[src/rtl/spi_frame_receiver_pkg.sv]
// Shared definitions for the SPI frame receiver: FSM encoding and default field lengths.
package spi_frame_receiver_pkg;

    typedef enum logic [2:0] {
        ST_IDLE,
        ST_DES,
        ST_DATA,
        ST_CHK,
        ST_SEND,
        ST_DONE
    } state_t;

    localparam int unsigned DEF_SIZE     = 8;
    localparam int unsigned DEF_CHK_W    = 16;
    localparam int unsigned DEF_SYNC_LEN = 2;

    // Width of a counter that must hold values 0..max_bits.
    function automatic int unsigned cnt_width(input int unsigned max_bits);
        return (max_bits < 2) ? 1 : $clog2(max_bits + 1);
    endfunction

endpackage

[src/rtl/spi_input_sync.sv]
// Multi-flop synchroniser for one asynchronous input, with rise/fall detection on the synced value.
module spi_input_sync #(
    parameter int unsigned SYNC_LEN  = 2,
    parameter logic        RESET_VAL = 1'b0
) (
    input  logic clock,
    input  logic reset,
    input  logic din,
    output logic sync,
    output logic rise,
    output logic fall
);

    logic [SYNC_LEN-1:0] stages;
    logic                prev;

    // NOTE: clocked state uses non-blocking assignments so every flop samples pre-edge values.
    always_ff @(posedge clock) begin
        if (!reset) begin
            stages <= {SYNC_LEN{RESET_VAL}};
            prev   <= RESET_VAL;
        end else begin
            stages <= {stages[SYNC_LEN-2:0], din};
            prev   <= stages[SYNC_LEN-1];
        end
    end

    assign sync = stages[SYNC_LEN-1];
    assign rise = sync && !prev;
    assign fall = !sync && prev;

endmodule

[src/rtl/spi_frame_receiver.sv]
// SPI mode-0 slave that deserialises destination/data/checksum frames and drives the router's
// data bus and write strobes.
module spi_frame_receiver
    import spi_frame_receiver_pkg::*;
#(
    parameter int unsigned SIZE     = DEF_SIZE,
    parameter int unsigned CHK_W    = DEF_CHK_W,
    parameter int unsigned SYNC_LEN = DEF_SYNC_LEN
) (
    input  logic          clock,
    input  logic          reset,
    input  logic          sclk,
    input  logic          mosi,
    input  logic          csN,
    output logic [SIZE:0] routerData,
    output logic          writeDes,
    output logic          writeData,
    output logic          writeCheck,
    output logic          sendData,
    output logic          enable,
    output logic          frameError,
    output logic [7:0]    frameCount
);

    localparam int unsigned CNT_W = cnt_width(CHK_W);

    logic sclk_sync_unused, sclk_rise, sclk_fall_unused;
    logic mosi_sync, mosi_rise_unused, mosi_fall_unused;
    logic csn_sync, csn_rise, csn_fall;

    spi_input_sync #(.SYNC_LEN(SYNC_LEN), .RESET_VAL(1'b0)) u_sync_sclk (
        .clock(clock), .reset(reset), .din(sclk),
        .sync(sclk_sync_unused), .rise(sclk_rise), .fall(sclk_fall_unused)
    );

    spi_input_sync #(.SYNC_LEN(SYNC_LEN), .RESET_VAL(1'b0)) u_sync_mosi (
        .clock(clock), .reset(reset), .din(mosi),
        .sync(mosi_sync), .rise(mosi_rise_unused), .fall(mosi_fall_unused)
    );

    spi_input_sync #(.SYNC_LEN(SYNC_LEN), .RESET_VAL(1'b1)) u_sync_csn (
        .clock(clock), .reset(reset), .din(csN),
        .sync(csn_sync), .rise(csn_rise), .fall(csn_fall)
    );

    state_t           state_q, state_n;
    logic [CNT_W-1:0] bit_cnt_q, bit_cnt_n;
    logic [CHK_W-2:0] shift_q;
    logic [CHK_W-1:0] shift_in;
    logic             overrun_q, overrun_n;
    logic [SIZE:0]    router_data_n;
    logic             des_n, data_n, chk_n, send_n, enable_n, error_n;
    logic [7:0]       count_n;
    logic             bit_take, field_last, chk_last, pad_ok;

    assign bit_take   = sclk_rise && !csn_sync;
    assign shift_in   = {shift_q, mosi_sync};
    assign field_last = (bit_cnt_q == CNT_W'(SIZE - 1));
    assign chk_last   = (bit_cnt_q == CNT_W'(CHK_W - 1));
    assign pad_ok     = (shift_in[CHK_W-1:SIZE+1] == '0);

    always_ff @(posedge clock) begin
        if (!reset) begin
            state_q    <= ST_IDLE;
            bit_cnt_q  <= '0;
            shift_q    <= '0;
            overrun_q  <= 1'b0;
            routerData <= '0;
            writeDes   <= 1'b0;
            writeData  <= 1'b0;
            writeCheck <= 1'b0;
            sendData   <= 1'b0;
            enable     <= 1'b0;
            frameError <= 1'b0;
            frameCount <= '0;
        end else begin
            state_q    <= state_n;
            bit_cnt_q  <= bit_cnt_n;
            overrun_q  <= overrun_n;
            if (bit_take) begin
                shift_q <= shift_in[CHK_W-2:0];
            end
            routerData <= router_data_n;
            writeDes   <= des_n;
            writeData  <= data_n;
            writeCheck <= chk_n;
            sendData   <= send_n;
            enable     <= enable_n;
            frameError <= error_n;
            frameCount <= count_n;
        end
    end

    // NOTE: every combinational output gets a default first so no path can infer a latch.
    always_comb begin
        state_n       = state_q;
        bit_cnt_n     = bit_cnt_q;
        overrun_n     = overrun_q;
        router_data_n = routerData;
        des_n         = 1'b0;
        data_n        = 1'b0;
        chk_n         = 1'b0;
        send_n        = 1'b0;
        error_n       = 1'b0;
        enable_n      = enable;
        count_n       = frameCount;

        // A deselect inside a field aborts the frame and takes priority over a completing bit.
        if ((state_q inside {ST_DES, ST_DATA, ST_CHK}) && csn_rise) begin
            error_n  = 1'b1;
            enable_n = 1'b0;
            state_n  = ST_IDLE;
        end else begin
            unique case (state_q)
                ST_IDLE: begin
                    bit_cnt_n = '0;
                    overrun_n = 1'b0;
                    if (csn_fall) begin
                        state_n = ST_DES;
                    end
                end
                ST_DES, ST_DATA: begin
                    if (bit_take) begin
                        if (field_last) begin
                            bit_cnt_n     = '0;
                            router_data_n = {1'b0, shift_in[SIZE-1:0]};
                            if (state_q == ST_DES) begin
                                des_n    = 1'b1;
                                enable_n = 1'b1;
                                state_n  = ST_DATA;
                            end else begin
                                data_n  = 1'b1;
                                state_n = ST_CHK;
                            end
                        end else begin
                            bit_cnt_n = bit_cnt_q + CNT_W'(1);
                        end
                    end
                end
                ST_CHK: begin
                    if (bit_take) begin
                        if (chk_last) begin
                            bit_cnt_n = '0;
                            state_n   = ST_DONE;
                            if (pad_ok) begin
                                chk_n         = 1'b1;
                                router_data_n = shift_in[SIZE:0];
                                state_n       = ST_SEND;
                            end else begin
                                // Bad pad already reported; later extra bits are not a second error.
                                error_n   = 1'b1;
                                enable_n  = 1'b0;
                                overrun_n = 1'b1;
                            end
                        end else begin
                            bit_cnt_n = bit_cnt_q + CNT_W'(1);
                        end
                    end
                end
                ST_SEND: begin
                    send_n  = 1'b1;
                    count_n = frameCount + 8'd1;
                    state_n = ST_DONE;
                end
                ST_DONE: begin
                    enable_n = 1'b0;
                    if (csn_sync) begin
                        state_n = ST_IDLE;
                    end else if (bit_take && !overrun_q) begin
                        error_n   = 1'b1;
                        overrun_n = 1'b1;
                    end
                end
                default: begin
                    state_n  = ST_IDLE;
                    enable_n = 1'b0;
                end
            endcase
        end
    end

endmodule

[config.mk]
export PLATFORM = sky130hd
export DESIGN_NAME = spi_frame_receiver
export DESIGN_NICKNAME = d
export VERILOG_FILES = /design/src/rtl/spi_frame_receiver_pkg.sv /design/src/rtl/spi_input_sync.sv /design/src/rtl/spi_frame_receiver.sv
export SDC_FILE = /design/constraint.sdc
export NUM_CORES = 1
export LEC_CHECK = 0
export BUFFER_PORTS_ARGS = -buffer_cell sky130_fd_sc_hd__buf_2
export CAP_MARGIN = 30
export CORE_MARGIN = 2
export CORE_UTILIZATION = 34
export CTS_BUF_LIST = sky130_fd_sc_hd__clkbuf_8
export CTS_CLUSTER_SIZE = 25
export DETAILED_ROUTE_END_ITERATION = 8
export GPL_TIMING_DRIVEN = 0
export PLACE_DENSITY = 0.52
export SLEW_MARGIN = 0
export SYNTH_ARGS = -nofsm -noshare
export SYNTH_HDL_FRONTEND = slang
export SYNTH_SLANG_ARGS = --single-unit
[constraint.sdc]
create_clock -name clock -period 2.38 [get_ports clock]
set_input_delay 0.238 -clock clock [delete_from_list [all_inputs] [get_ports clock]]
set_output_delay 0.238 -clock clock [all_outputs]
set_load 0.02 [all_outputs]
==> reports/qor.csv, run 1 <==
stage,metric,value,unit
placed_design,pre_cts_ws,0.154,ns
sta,slew_headroom,0.565,
routing,drt_iter0_markers,78,
die,dieWidth,90.1,microns
die,start_util,0.350,
worst_setup_path,critical_path_class,reg -> reg,
die,core_area,7210,sq um
clock_network,clock_path_buffers,2,
global_routing,grt_pass1_vias,1939,
worst_setup_path,slowest_delay,0.40,ns
routing,vias,2088,
placed_design,placed_area,2780,sq um
worst_setup_path,rrSetupSlack,0.17,ns
cells_and_area,syn_to_final_growth,14.2,%
sta,final.min_clock_period,2.21,ns
cells_and_area,antenna_cells,0,
clock_network,cts_setup_buffers,0,
pwr,cellLeakagePower,1.02,nW
cells_and_area,drive_gt1_frac,0.144,
worst_setup_path,cp_num_buf_inv,1,
synth,seq_area_frac_synth,0.437,
synth,synth_cell_types,52,
sta,setup_viol,0,
synth,synth.avg_cell_area,8.82,sq um
sta,whs,0.111,ns
global_routing,antenna_found_initial,0,
placed_design,port_buffers,26,
clock_network,numCtsBuffers,5,
cells_and_area,n_fill_cell,756,
pwr,ir_worst_vdd,0.228,mV
synth,ys_ff_latch,55,
synth,synthArstFlopShare,0,
cells_and_area,finalInstanceArea,2880,sq um
sta,postLayoutSetupSlackWorst,0.171,ns
worst_setup_path,crit_slowest_cell,dfxtp_1,
die,dieHeight,90.1,microns
cells_and_area,finalNetCount,328,
synth,yosys_warnings,0,
sta,post-route-period-util,0.928,
sta,final-hold-violation-count,0,
synth,synthCells,286,
worst_setup_path,critPathCaptureType,register,
global_routing,grt_max_degree,19,
worst_setup_path,crit_arrival,2.46,ns
worst_hold_path,min_path_type,in -> reg,
clock_network,htree_levels,2,
worst_setup_path,crit_family,compound AO/OA/AOI/OAI gates,
worst_setup_path,crit_required,2.63,ns
routing,routedWlPerCell,13.9,microns
synth,syn_nets,295,
routing,via_per_inst,4.98,
die,die_area,8120,sq um
clock_network,cts_sinks,55,
routing,ant_nets,0,
routing,route.detailed.drc,0,
clock_network,clkLatencyLatePin,0.31,ns
placed_design,dp_hpwl,4.13,mm
global_routing,grt_pass1_wl,9.72,mm
synth,synth_edf_count,0,
clock_network,ctsResizeCount,0,
placed_design,place_congestion,0.850,
global_routing,grt.overflow.total,0,
die,pin_count,28,
worst_setup_path,path_max_fanout,9,
synth,synth_area,2520,sq um
outcome,run_status,completed,
sta,final.setup.tns,0,ns
sta,final_max_slew_viol_count,0,
clock_network,cts_tree,yes,
synth,synth_flop_cell,dfxtp_1,
clock_network,cts_hold_buf,0,
die,placementRows,31,
pwr,powerDensity,545,nW/um^2
job,maxCapViolCount,0,
pwr,p_total,0.00157,W
worst_setup_path,worstSetupStartpointType,register,
worst_setup_path,path_cells,ha_1 -> and3_1 -> ha_2 -> nand4bb_1 -> o22ai_4 -> o221a_4 -> buf_12 -> mux2i_1,
sta,grt_setup_unrepaired,no,
routing,drt_wl_total,5.82,mm
routing,drt_first_pass_iters,4,
sta,fin_skew,0.0110,ns
sta,timing.fmax,0.453,GHz
sta,tightest_slew,0.644,ns
clock_network,path_clk_slew,0.10,ns
clock_network,cts-root-buf,clkbuf_8,
global_routing,track_usage,0.146,
## stage by stage
stage	utilization	std cells
after floorplan	-	286
after global placement	0.385	411
after detailed placement	0.385	411
after CTS	0.399	419
after global routing	0.399	419
final	0.399	419
## path summary, 6_finish.rpt
path	endpoint	cells past startpoint	startpoint
min reg2reg	u_sync_csn.stages[1]	1	u_sync_csn.stages[0]
max reg2reg	routerData[6]	8	bit_cnt_q[0]
max	routerData[6]	8	bit_cnt_q[0]
min	u_sync_csn.stages[0]	2	csN
## state kept, by name, summed over array words and instances, names as in the netlist
| register | count |
|---|---|
| u_sync_csn.stages | 2 |
| writeDes | 1 |
| frameError | 1 |
| writeCheck | 1 |
| overrun_q | 1 |
| bit_cnt_q | 5 |
| routerData | 9 |
| u_sync_mosi.stages | 2 |
| writeData | 1 |
| u_sync_sclk.prev | 1 |
| enable | 1 |
| sendData | 1 |
| shift_q | 15 |
| frameCount | 8 |
| u_sync_sclk.stages | 2 |
| state_q | 3 |
| u_sync_csn.prev | 1 |
## synthesized netlist by cell type (2+ instances only)
| cell | instances | share of area |
|---|---|---|
| a21boi_0 | 19 | 0.057 |
| a21boi_1 | 2 | 0.0060 |
| a21oi_1 | 3 | 0.0060 |
| and2_1 | 13 | 0.032 |
| and3_1 | 3 | 0.0074 |
| buf_2 | 2 | 0.0040 |
| clkbuf_1 | 15 | 0.022 |
| dfxtp_1 | 55 | 0.44 |
| ha_1 | 4 | 0.020 |
| inv_1 | 3 | 0.0045 |
| mux2i_1 | 9 | 0.036 |
| nand2_1 | 63 | 0.094 |
| nand2b_1 | 6 | 0.015 |
| nand3_1 | 3 | 0.0060 |
| nand4_1 | 6 | 0.015 |
| nand4bb_1 | 3 | 0.013 |
| nor2_1 | 11 | 0.016 |
| nor2b_1 | 3 | 0.0074 |
| nor3_1 | 7 | 0.014 |
| nor3b_1 | 4 | 0.012 |
| nor4_1 | 3 | 0.0074 |
| o211ai_1 | 3 | 0.0089 |
| o21ai_0 | 6 | 0.012 |
| o31a_1 | 3 | 0.010 |
| o31ai_1 | 3 | 0.0089 |
| or3_1 | 3 | 0.0074 |
| or3b_1 | 2 | 0.0069 |
| xnor2_1 | 4 | 0.014 |
| xor2_1 | 2 | 0.0069 |
## area by class of cell
type / count / area (sq um) / share of cell area
Timing Repair Buffer: 26 / 130 / 0.0452
Clock inverter: 2 / 20.0 / 0.00695
Inverter: 3 / 11.3 / 0.00391
Multi-Input combinational cell: 209 / 1320 / 0.459
Tap cell: 99 / 124 / 0.0430
Clock buffer: 6 / 82.6 / 0.0287
Buffer: 19 / 90.1 / 0.0313
Sequential cell: 55 / 1100 / 0.382
## layer usage
layer	vias up	routed length (microns)	track usage
met5	-	0	0
met4	0	54	0.0385
met3	5	257	0.0293
met2	43	2520	0.222
met1	979	2990	0.210
li1	1061	-	-
## logic make-up (layout without fill, tap and decap cells)
group	count (synthesis)	in the layout	synth area share
AOI/OAI and AO/OA	54	54	0.171
muxes	9	9	0.0357
adders and majority gates	4	4	0.0198
buffers and inverters	22	56	0.0402
and+or+nand+nor	136	136	0.276
xor gates and xnor gates	6	6	0.0208
DFF	55	55	0.437
## cell usage in the layout, fill, tap and decap left out, drive strengths merged, types with 3 or more instances in the layout
cell type and count:
nand3 3, o21ai 7, nor3 7, nor2 11, buf 30, or3 3, xnor2 4, nand4bb 3
ha 4, nand2b 6, a21oi 3, inv 4, o211ai 3, nor2b 3, o31ai 4, nor3b 4
nor4 3, a21boi 21, mux2i 9, or3b 3, and3 3, clkbuf 21, and2 13, dfxtp 55
o31a 3, nand2 63, nand4 6
## report_power, final
| part | internal, W | switching [W] |
|---|---|---|
| sequential | 0.000927 | 0.00000548 |
| combinational | 0.0000299 | 0.0000465 |
| clock | 0.000246 | 0.000316 |
Power figures use the tool's default switching activity.
==> run 2, diff against run 1 <==
--- a/config.mk
+++ b/config.mk
@@ -7,7 +7,7 @@
 export LEC_CHECK = 0
 export BUFFER_PORTS_ARGS = -buffer_cell sky130_fd_sc_hd__buf_2
 export CAP_MARGIN = 30
-export CORE_MARGIN = 2
+export CORE_MARGIN = 1
 export CORE_UTILIZATION = 34
 export CTS_BUF_LIST = sky130_fd_sc_hd__clkbuf_8
 export CTS_CLUSTER_SIZE = 25
==> reports/qor.csv, run 2 (synthesized netlist as in run 1, its figures left out) <==
stage,metric,value,unit,change
sta,tightest_slew,0.703,ns,+0.0585 ns
clock_network,clock_path_buffers,2,,unchanged
placed_design,place_inst,411,,unchanged
placed_design,place_congestion,0.852,,+0.26%
clock_network,path_clk_slew,0.11,ns,about the same
pwr,ir_worst_vdd,0.241,mV,+5.7%
clock_network,cts_tree,yes,,
pwr,cellLeakagePower,1.02,nW,-0.47%
cells_and_area,drive_gt1_frac,0.144,,unchanged
sta,setup_viol,0,,unchanged
worst_setup_path,crit_required,2.63,ns,about the same
worst_setup_path,ff2ff_path_depth,8,,unchanged
clock_network,cts-root-buf,clkbuf_8,,
die,dieHeight,88.1,microns,-2.2%
worst_setup_path,crit_start,bit_cnt_q[0],,
placed_design,pre_cts_ws,0.157,ns,+0.00330 ns
routing,ant_nets,0,,unchanged
sta,slew_headroom,0.525,,-0.0396
global_routing,grt.overflow.total,0,,unchanged
sta,fin_skew,0.00947,ns,-0.00156 ns
clock_network,numCtsBuffers,5,,unchanged
global_routing,grt_max_degree,19,,unchanged
clock_network,cts_hold_buf,0,,unchanged
worst_hold_path,hp-start,csN,,
sta,final.setup.tns,0,ns,unchanged
cells_and_area,antenna_cells,0,,unchanged
sta,timing.fmax,0.451,GHz,-0.33%
outcome,run_status,completed,,
job,maxCapViolCount,0,,unchanged
cells_and_area,syn_to_final_growth,13.8,%,
cells_and_area,regMostFlops,shift_q,,
worst_hold_path,worstHoldEndpoint,u_sync_csn.stages[0],,
routing,route.detailed.drc,0,,unchanged
cells_and_area,reg.largest.list,"shift_q: 15 flops, routerData: 9 flops, frameCount: 8 flops",,
worst_setup_path,crit_arrival,2.47,ns,about the same
die,die_area,7770,sq um,-4.4%
die,pin_count,28,,unchanged
sta,final-hold-violation-count,0,,unchanged
clock_network,clkLatencyLatePin,0.32,ns,about the same
clock_network,cts_sinks,55,,unchanged
global_routing,grt_pass1_vias,2077,,+7.1%
routing,vias,2076,,-0.57%
sta,final_max_slew_viol_count,0,,unchanged
sta,grt_setup_unrepaired,no,,
worst_setup_path,critical_path_class,reg -> reg,,
worst_setup_path,r2r_end,routerData[3],,
cells_and_area,largest_reg_flops,15,,unchanged
sta,final.min_clock_period,2.22,ns,+0.00725 ns
global_routing,grt_pass1_wl,10.1,mm,+3.6%
sta,post-route-period-util,0.931,,+0.00304
cells_and_area,finalNetCount,328,,unchanged
sta,postLayoutSetupSlackWorst,0.164,ns,-0.00725 ns
placed_design,port_buffers,26,,unchanged
routing,drt_iter0_markers,97,,+24%
cells_and_area,final_common_cell,nand2_1,,
routing,drt_first_pass_iters,4,,unchanged
cells_and_area,final_cell_count_no_fill,419,,unchanged
die,start_util,0.350,,unchanged
routing,via_per_inst,4.95,,-0.57%
die,dieWidth,88.1,microns,-2.2%
clock_network,htree_levels,2,,unchanged
worst_setup_path,rrSetupSlack,0.16,ns,about the same
placed_design,dp_hpwl,4.10,mm,-0.79%
die,placementRows,31,,unchanged
global_routing,track_usage,0.169,,+0.0233
worst_setup_path,rr_startpoint,bit_cnt_q[0],,
cells_and_area,final_cell_mix,"nand2_1, dfxtp_1, buf_2, a21boi_0, clkbuf_1",,
worst_setup_path,path_max_fanout,9,,unchanged
die,core_area,7210,sq um,unchanged
worst_hold_path,holdPathStages,2,,unchanged
global_routing,antenna_found_initial,0,,unchanged
worst_setup_path,worstSetupStartpointType,register,,
routing,drt_wl_total,5.91,mm,+1.5%
clock_network,cts_setup_buffers,0,,unchanged
worst_hold_path,min_path_type,in -> reg,,
routing,routedWlPerCell,14.1,microns,+1.5%
worst_setup_path,critPathCaptureType,register,,
pwr,powerDensity,539,nW/um^2,-1.1%
cells_and_area,postLayoutCoreUtil,0.398,,-0.00156
## run 2: through the flow
stage	cell area, sq um	total power (W)	hold slack (ns)
after floorplan	2520	0.00101	0.339
after global placement	2780	0.00103	0.403
after detailed placement	2780	0.00103	0.403
after CTS	2870	0.00157	0.0994
after global routing	2870	0.00160	0.101
final	2870	0.00155	0.105
## run 2: final cells by class
| cell class | count | area (sq um) |
|---|---|---|
| sequential | 55 | 1100 |
| fill | 776 | 4340 |
| clock inverter | 3 | 22.5 |
| multi-input combinational | 209 | 1320 |
| inverter | 3 | 11.3 |
| clock buffer | 5 | 68.8 |
| tap | 99 | 124 |
| timing repair buffer | 26 | 130 |
| buffer | 19 | 90.1 |
## run 2: metal layers
metal | wire (microns) | vias to the layer above | track usage
met5 | 0 | - | 0
met4 | 84 | 0 | 0.0601
met3 | 215 | 7 | 0.0349
met2 | 2580 | 40 | 0.262
met1 | 3030 | 973 | 0.232
li1 | - | 1056 | -
## run 2: power by group
group	internal [W]	total (W)	leakage (nW)	switching, W
combinational	0.0000299	0.0000760	0.524	0.0000461
clock	0.000212	0.000539	0.0485	0.000327
sequential	0.000927	0.000932	0.444	0.00000516
total	0.00117	0.00155	1.02	0.000379
## run 2: timing repair
item,CTS,global route
endpoints found under the setup margin,0,1
resized for setup,0,1
endpoints found under the hold margin,0,0
## run 2: worst max path at each step
stage	slack, ns	endpoint	depth (start not counted)
detailed placement	0.16	routerData[8]	8
global route	0.04	routerData[8]	8
finish	0.16	routerData[3]	8
global placement	0.15	routerData[8]	8
CTS	0.12	routerData[3]	8
floorplan	0.45	routerData[8]	8
## run 2: worst max-delay path: stages, from the launching register on
cell,delay (ns)
dfxtp_1,0.40
ha_1,0.25
and3_1,0.20
ha_2,0.24
nand4bb_1,0.20
o22ai_4,0.28
o221a_4,0.26
buf_12,0.14
mux2i_1,0.18
